$ cat src/rtl/backprop_sequencer.sv
// Store-then-train sequencer: emits one control bundle per cycle, all outputs registered.
// Optional WAIT_LAYER watchdog enabled by defining BACKPROP_SEQ_TIMEOUT_EN.
module backprop_sequencer #(
   parameter int max_layer_size         = 4,
   parameter int size                   = 3,
   parameter int backprop_controll_size = 66
) (
   input  logic                              clk,
   input  logic                              rst,
   input  logic                              start,
   input  logic [31:0]                       num_layers,
   input  logic                              store_valid,
   input  logic                              layer_ack,
   output logic [backprop_controll_size-1:0] backprop_controll_bundle,
   output logic                              busy,
   output logic                              done,
   output logic                              err
);

   // Handshake: start is accepted only in IDLE; store_valid only in STORE;
   // layer_ack only in WAIT_LAYER. All other cycles these inputs are ignored.

   typedef enum logic [2:0] {
      IDLE, STORE, TRAIN_START, TRAIN, WAIT_LAYER, DONE
   } state_t;

   localparam logic [31:0] last_row  = 32'(size - 1);
   localparam logic [31:0] max_layer = 32'(max_layer_size);

   state_t      state_q, state_d;
   logic [31:0] layer_q, layer_d;
   logic [31:0] row_q, row_d;
   logic [31:0] nl_q, nl_d;
   logic [backprop_controll_size-1:0] bundle_q, bundle_d;
   logic        busy_q, busy_d;
   logic        done_q, done_d;
   logic        err_q, err_d;
`ifdef BACKPROP_SEQ_TIMEOUT_EN
   logic [7:0]  wd_q, wd_d;
`endif

   function automatic logic [backprop_controll_size-1:0] mk(input logic is_store,
                                                            input logic start_train,
                                                            input logic [31:0] layer,
                                                            input logic [31:0] row);
      logic [65:0] b;
      b = {is_store, start_train, layer, row};
      return backprop_controll_size'(b);
   endfunction

   always_comb begin
      state_d  = state_q;
      layer_d  = layer_q;
      row_d    = row_q;
      nl_d     = nl_q;
      bundle_d = bundle_q;
      done_d   = 1'b0;
      err_d    = err_q;
`ifdef BACKPROP_SEQ_TIMEOUT_EN
      wd_d     = wd_q;
`endif
      case (state_q)
         IDLE: begin
            bundle_d = '0;
            if (start) begin
               if (num_layers != 32'd0 && num_layers <= max_layer) begin
                  state_d = STORE;
                  layer_d = 32'd0;
                  row_d   = 32'd0;
                  nl_d    = num_layers;
                  err_d   = 1'b0;
               end else begin
                  err_d = 1'b1;
               end
            end
         end
         STORE: begin
            if (store_valid) begin
               bundle_d = mk(1'b1, 1'b0, layer_q, row_q);
               if (row_q == last_row) begin
                  row_d = 32'd0;
                  if (layer_q == nl_q - 32'd1) state_d = TRAIN_START;
                  else                         layer_d = layer_q + 32'd1;
               end else begin
                  row_d = row_q + 32'd1;
               end
            end else begin
               bundle_d = '0;
            end
         end
         TRAIN_START: begin
            bundle_d = mk(1'b0, 1'b1, nl_q - 32'd1, 32'd0);
            layer_d  = nl_q - 32'd1;
            row_d    = 32'd0;
            state_d  = TRAIN;
         end
         TRAIN: begin
            bundle_d = mk(1'b0, 1'b0, layer_q, row_q);
            if (row_q == last_row) begin
               state_d = WAIT_LAYER;
`ifdef BACKPROP_SEQ_TIMEOUT_EN
               wd_d    = 8'd0;
`endif
            end else begin
               row_d = row_q + 32'd1;
            end
         end
         WAIT_LAYER: begin
            // Row counter stays at the last trained row, so the bundle holds.
            bundle_d = mk(1'b0, 1'b0, layer_q, row_q);
            if (layer_ack) begin
               if (layer_q == 32'd0) begin
                  state_d  = DONE;
                  done_d   = 1'b1;
                  bundle_d = '0;
               end else begin
                  layer_d = layer_q - 32'd1;
                  row_d   = 32'd0;
                  state_d = TRAIN;
               end
            end
`ifdef BACKPROP_SEQ_TIMEOUT_EN
            else if (wd_q == 8'hff) begin
               state_d  = IDLE;
               err_d    = 1'b1;
               bundle_d = '0;
            end else begin
               wd_d = wd_q + 8'd1;
            end
`endif
         end
         DONE: begin
            bundle_d = '0;
            state_d  = IDLE;
         end
         default: begin
            bundle_d = '0;
            state_d  = IDLE;
         end
      endcase
      busy_d = (state_d != IDLE);
   end

   always_ff @(posedge clk) begin
      if (rst) begin
         state_q  <= IDLE;
         layer_q  <= '0;
         row_q    <= '0;
         nl_q     <= '0;
         bundle_q <= '0;
         busy_q   <= 1'b0;
         done_q   <= 1'b0;
         err_q    <= 1'b0;
`ifdef BACKPROP_SEQ_TIMEOUT_EN
         wd_q     <= '0;
`endif
      end else begin
         state_q  <= state_d;
         layer_q  <= layer_d;
         row_q    <= row_d;
         nl_q     <= nl_d;
         bundle_q <= bundle_d;
         busy_q   <= busy_d;
         done_q   <= done_d;
         err_q    <= err_d;
`ifdef BACKPROP_SEQ_TIMEOUT_EN
         wd_q     <= wd_d;
`endif
      end
   end

   assign backprop_controll_bundle = bundle_q;
   assign busy                     = busy_q;
   assign done                     = done_q;
   assign err                      = err_q;

endmodule

$ cat config.mk
export PLATFORM = sky130hd
export DESIGN_NAME = backprop_sequencer
export DESIGN_NICKNAME = d
export VERILOG_FILES = /design/src/rtl/backprop_sequencer.sv
export SDC_FILE = /design/constraint.sdc
export NUM_CORES = 1
export LEC_CHECK = 0
export BUFFER_PORTS_ARGS = -buffer_cell sky130_fd_sc_hd__buf_4
export CELL_PAD_IN_SITES_DETAIL_PLACEMENT = 0
export CELL_PAD_IN_SITES_GLOBAL_PLACEMENT = 1
export CORE_MARGIN = 2
export CORE_UTILIZATION = 46
export CTS_BUF_LIST = sky130_fd_sc_hd__clkbuf_16
export CTS_CLUSTER_DIAMETER = 50
export DETAILED_ROUTE_END_ITERATION = 16
export PLACE_DENSITY = 0.85
export SLEW_MARGIN = 15
export SYNTH_ARGS = -nofsm -noshare
export SYNTH_HDL_FRONTEND = slang
export SYNTH_SLANG_ARGS = --single-unit
$ cat constraint.sdc
create_clock -name clk -period 8.45 [get_ports clk]
set_clock_uncertainty 0.05 [all_clocks]
set_input_delay 1.2675 -clock clk [delete_from_list [all_inputs] [get_ports clk]]
set_output_delay 1.2675 -clock clk [all_outputs]
set_load 0.005 [all_outputs]
==> results.py <==
metrics = {
    "outcome": {
        "status": "completed",
    },
    "sta": {
        "min_period_over_period": 0.547,
        "setup_ws_ps": 3830,
        "slew_viol_final": 0,
        "rsz0062_at_grt": "false",
        "setup_viol_count_final": 0,
        "fmax_mhz": 217,
        "finalHoldViolCount": 0,
        "tns_ps": 0,
        "finalCriticalPeriod_ps": 4620,
        "worst_slew_pin_slew_ps": 1150,
        "slew_headroom": 0.231,
    },
    "synth": {
        "synth_area_um2": 9920,
        "synthesis.nets": 1291,
        "ys_seq_elements": 168,
        "synth_top_cell_by_area": "dfxtp_1",
        "ys.warnings.count": 0,
        "syn_avg_cell_area_um2": 8.13,
        "ys.flop_type": "dfxtp_1",
        "yosysMostFrequentCell": "dfxtp_1",
        "syn_inst": 1220,
        "ys_top_cells_by_count": "dfxtp_1, nor2_1, a21oi_1",
        "synth-async-reset-ratio": 0,
        "yosys.area.top_type_share": 0.339,
        "ys_seq_area_frac": 0.339,
        "synth-edff-count": 0,
        "synth.distinct_cells": 75,
        "ys_top_cells_by_area": "dfxtp_1, a21oi_1, nor2_1, xor2_1, ha_1",
    },
    "cts": {
        "cts_buffer_depth": 2,
        "tritoncts": "done",
        "holdBufCountCts": 0,
        "cts_made_buffers": 17,
        "root_buffer": "clkbuf_16",
        "cts_setup_buffers": 0,
        "cts_resized": 0,
        "clk_pin_slew_ps": 80,
        "clk_latency_ps": 450,
        "cts.sinks": 168,
        "htreeDepth": 4,
    },
    "die": {
        "dieWidth_um": 151,
        "dieArea_um2": 22800,
        "start_util": 0.470,
        "io_pins": 106,
        "rows": 53,
        "die_h_um": 151,
        "core_um2": 21100,
    },
    "setup_path": {
        "crit_type": "flop to flop",
        "cp.required_ps": 8720,
        "worst_setup_path_end_kind": "flop",
        "path_max_fanout": 32,
        "worst_setup_path_start_kind": "flop",
        "r2r_cells": 11,
        "worstPathArrival_ps": 4890,
    },
    "route": {
        "route.detailed.drc": 0,
        "wl_per_cell_um": 18.9,
        "dr.pass1.iters": 5,
        "drt_wl_total_mm": 29.6,
        "routed_via_density": 5.91,
        "vias": 9269,
        "first_iter_violations": 645,
        "drtAntennaViolNets": 0,
    },
    "place": {
        "pre_cts_ws_ps": 3900,
        "place.detailed.hpwl_mm": 21.9,
        "gp_congestion": 0.956,
        "port-buffer-count": 105,
    },
    "grt": {
        "grt_max_degree": 50,
        "overflow": 0,
        "grt_usage": 0.264,
        "grt_pass1_vias": 8550,
        "grt_pass1_wl_mm": 46.4,
        "antenna_found_initial": 0,
    },
    "finish": {
        "seqCellArea_um2": 3360,
        "drive_above_1_share": 0.137,
        "fillers": 2032,
        "multi_input_area_um2": 6160,
        "antennaDiodeCount": 0,
        "synthToLayoutAreaGrowth_pct": 15.5,
        "fin_nets": 1351,
    },
    "flow_run": {
        "drv_cap": 0,
    },
    "power_and_ir_drop": {
        "p_leak_nw": 4.80,
        "irDropWorstVdd_mv": 0.131,
        "p_per_area_nw_per_um2": 143,
    },
    "hold_path": {
        "whs_path_depth": 1,
        "worstHoldPathType": "flop to flop",
    },
}
-- layout make-up --
cell class              count  area share
multi-input cells         956       0.538
flip-flops and latches    168       0.294
repair buffers            114      0.0747
clock buffers              17      0.0371
well taps                 275      0.0300
clock inverters            15      0.0187
inverters                  23     0.00754
-- power by group --
group	switching (mW)	internal (mW)	leakage [nW]
clock	0.410	0.413	0.307
combinational	0.0132	0.0128	3.14
sequential	0.000192	0.791	1.35
-- stage by stage --
stage	hold WS, ps	instance area, µm²	utilization	instances	power, mW
3_5_place_dp	420	10800	0.513	1536	0.836
6_report	444	11500	0.543	1568	1.64
3_3_place_gp	419	10800	0.513	1536	0.836
5_1_grt	463	11500	0.543	1568	1.69
2_1_floorplan	402	9920	-	1220	0.819
4_1_cts	438	11500	0.543	1568	1.66
-- registers in the layout, indices dropped and copies added (netlist names) --
signal / flops
state_q: 3
nl_q: 32
backprop_controll_bundle: 66
row_q: 32
busy: 1
layer_q: 32
done: 1
err: 1
-- metal layers --
metal	track usage	wire length, µm
met5	0	0
met4	0.131	1240
met3	0.0367	1670
met2	0.448	14200
met1	0.330	12500
-- critical path: stages, from the launching register on --
cell and delay, ps:
dfxtp_1 450, nor4_2 560, nand3_1 690, nor4_1 740, xnor2_1 230, o211ai_1 120, or4_1 510, or3_1 320
buf_4 250, nand2_8 250, mux2i_1 240, nor2_1 50
-- cell families (layout without fill, tap and decap cells) --
logic type / Yosys count / in the layout / synth area share
simple gates: 532 / 532 / 0.287
compound gates: 274 / 274 / 0.178
flops: 168 / 168 / 0.339
xor+xnor: 99 / 99 / 0.0931
buf+inv: 96 / 169 / 0.0414
fa+ha+maj: 34 / 34 / 0.0436
mux: 17 / 17 / 0.0174
-- worst paths after layout --
check / endpoint / slack [ps] / startpoint
setup / recovery: layer_q[8] / 3830 / nl_q[7]
hold reg to reg: nl_q[31] / 440 / nl_q[31]
setup reg to reg: layer_q[8] / 3830 / nl_q[7]
hold / removal: nl_q[31] / 440 / nl_q[31]
-- layout by cell type (no fill, tap or decap), types with 5 or more instances in the layout --
master,instances
dfxtp_1,168
nor2_1,138
buf_4,114
a21oi_1,106
nand2_1,80
and2_1,61
xor2_1,49
xnor2_1,46
nor3_1,45
o21ai_0,42
nor4_1,38
ha_1,33
nand3_1,29
nand4_1,24
inv_1,23
nor2b_1,18
or3_1,17
a21o_1,17
clkbuf_16,17
nand2b_1,16
a211oi_1,16
or4_1,15
mux2i_1,15
and3_1,11
nor4b_1,8
a311oi_1,8
a31oi_1,8
and4_1,8
clkinv_8,7
o21a_1,6
o31ai_1,6
o211ai_1,6
o2111ai_1,6
o21bai_1,6
or2_2,5
o22ai_1,5
a221oi_1,5
a211oi_2,5
Note: power is estimated with default switching activity, not from simulation.
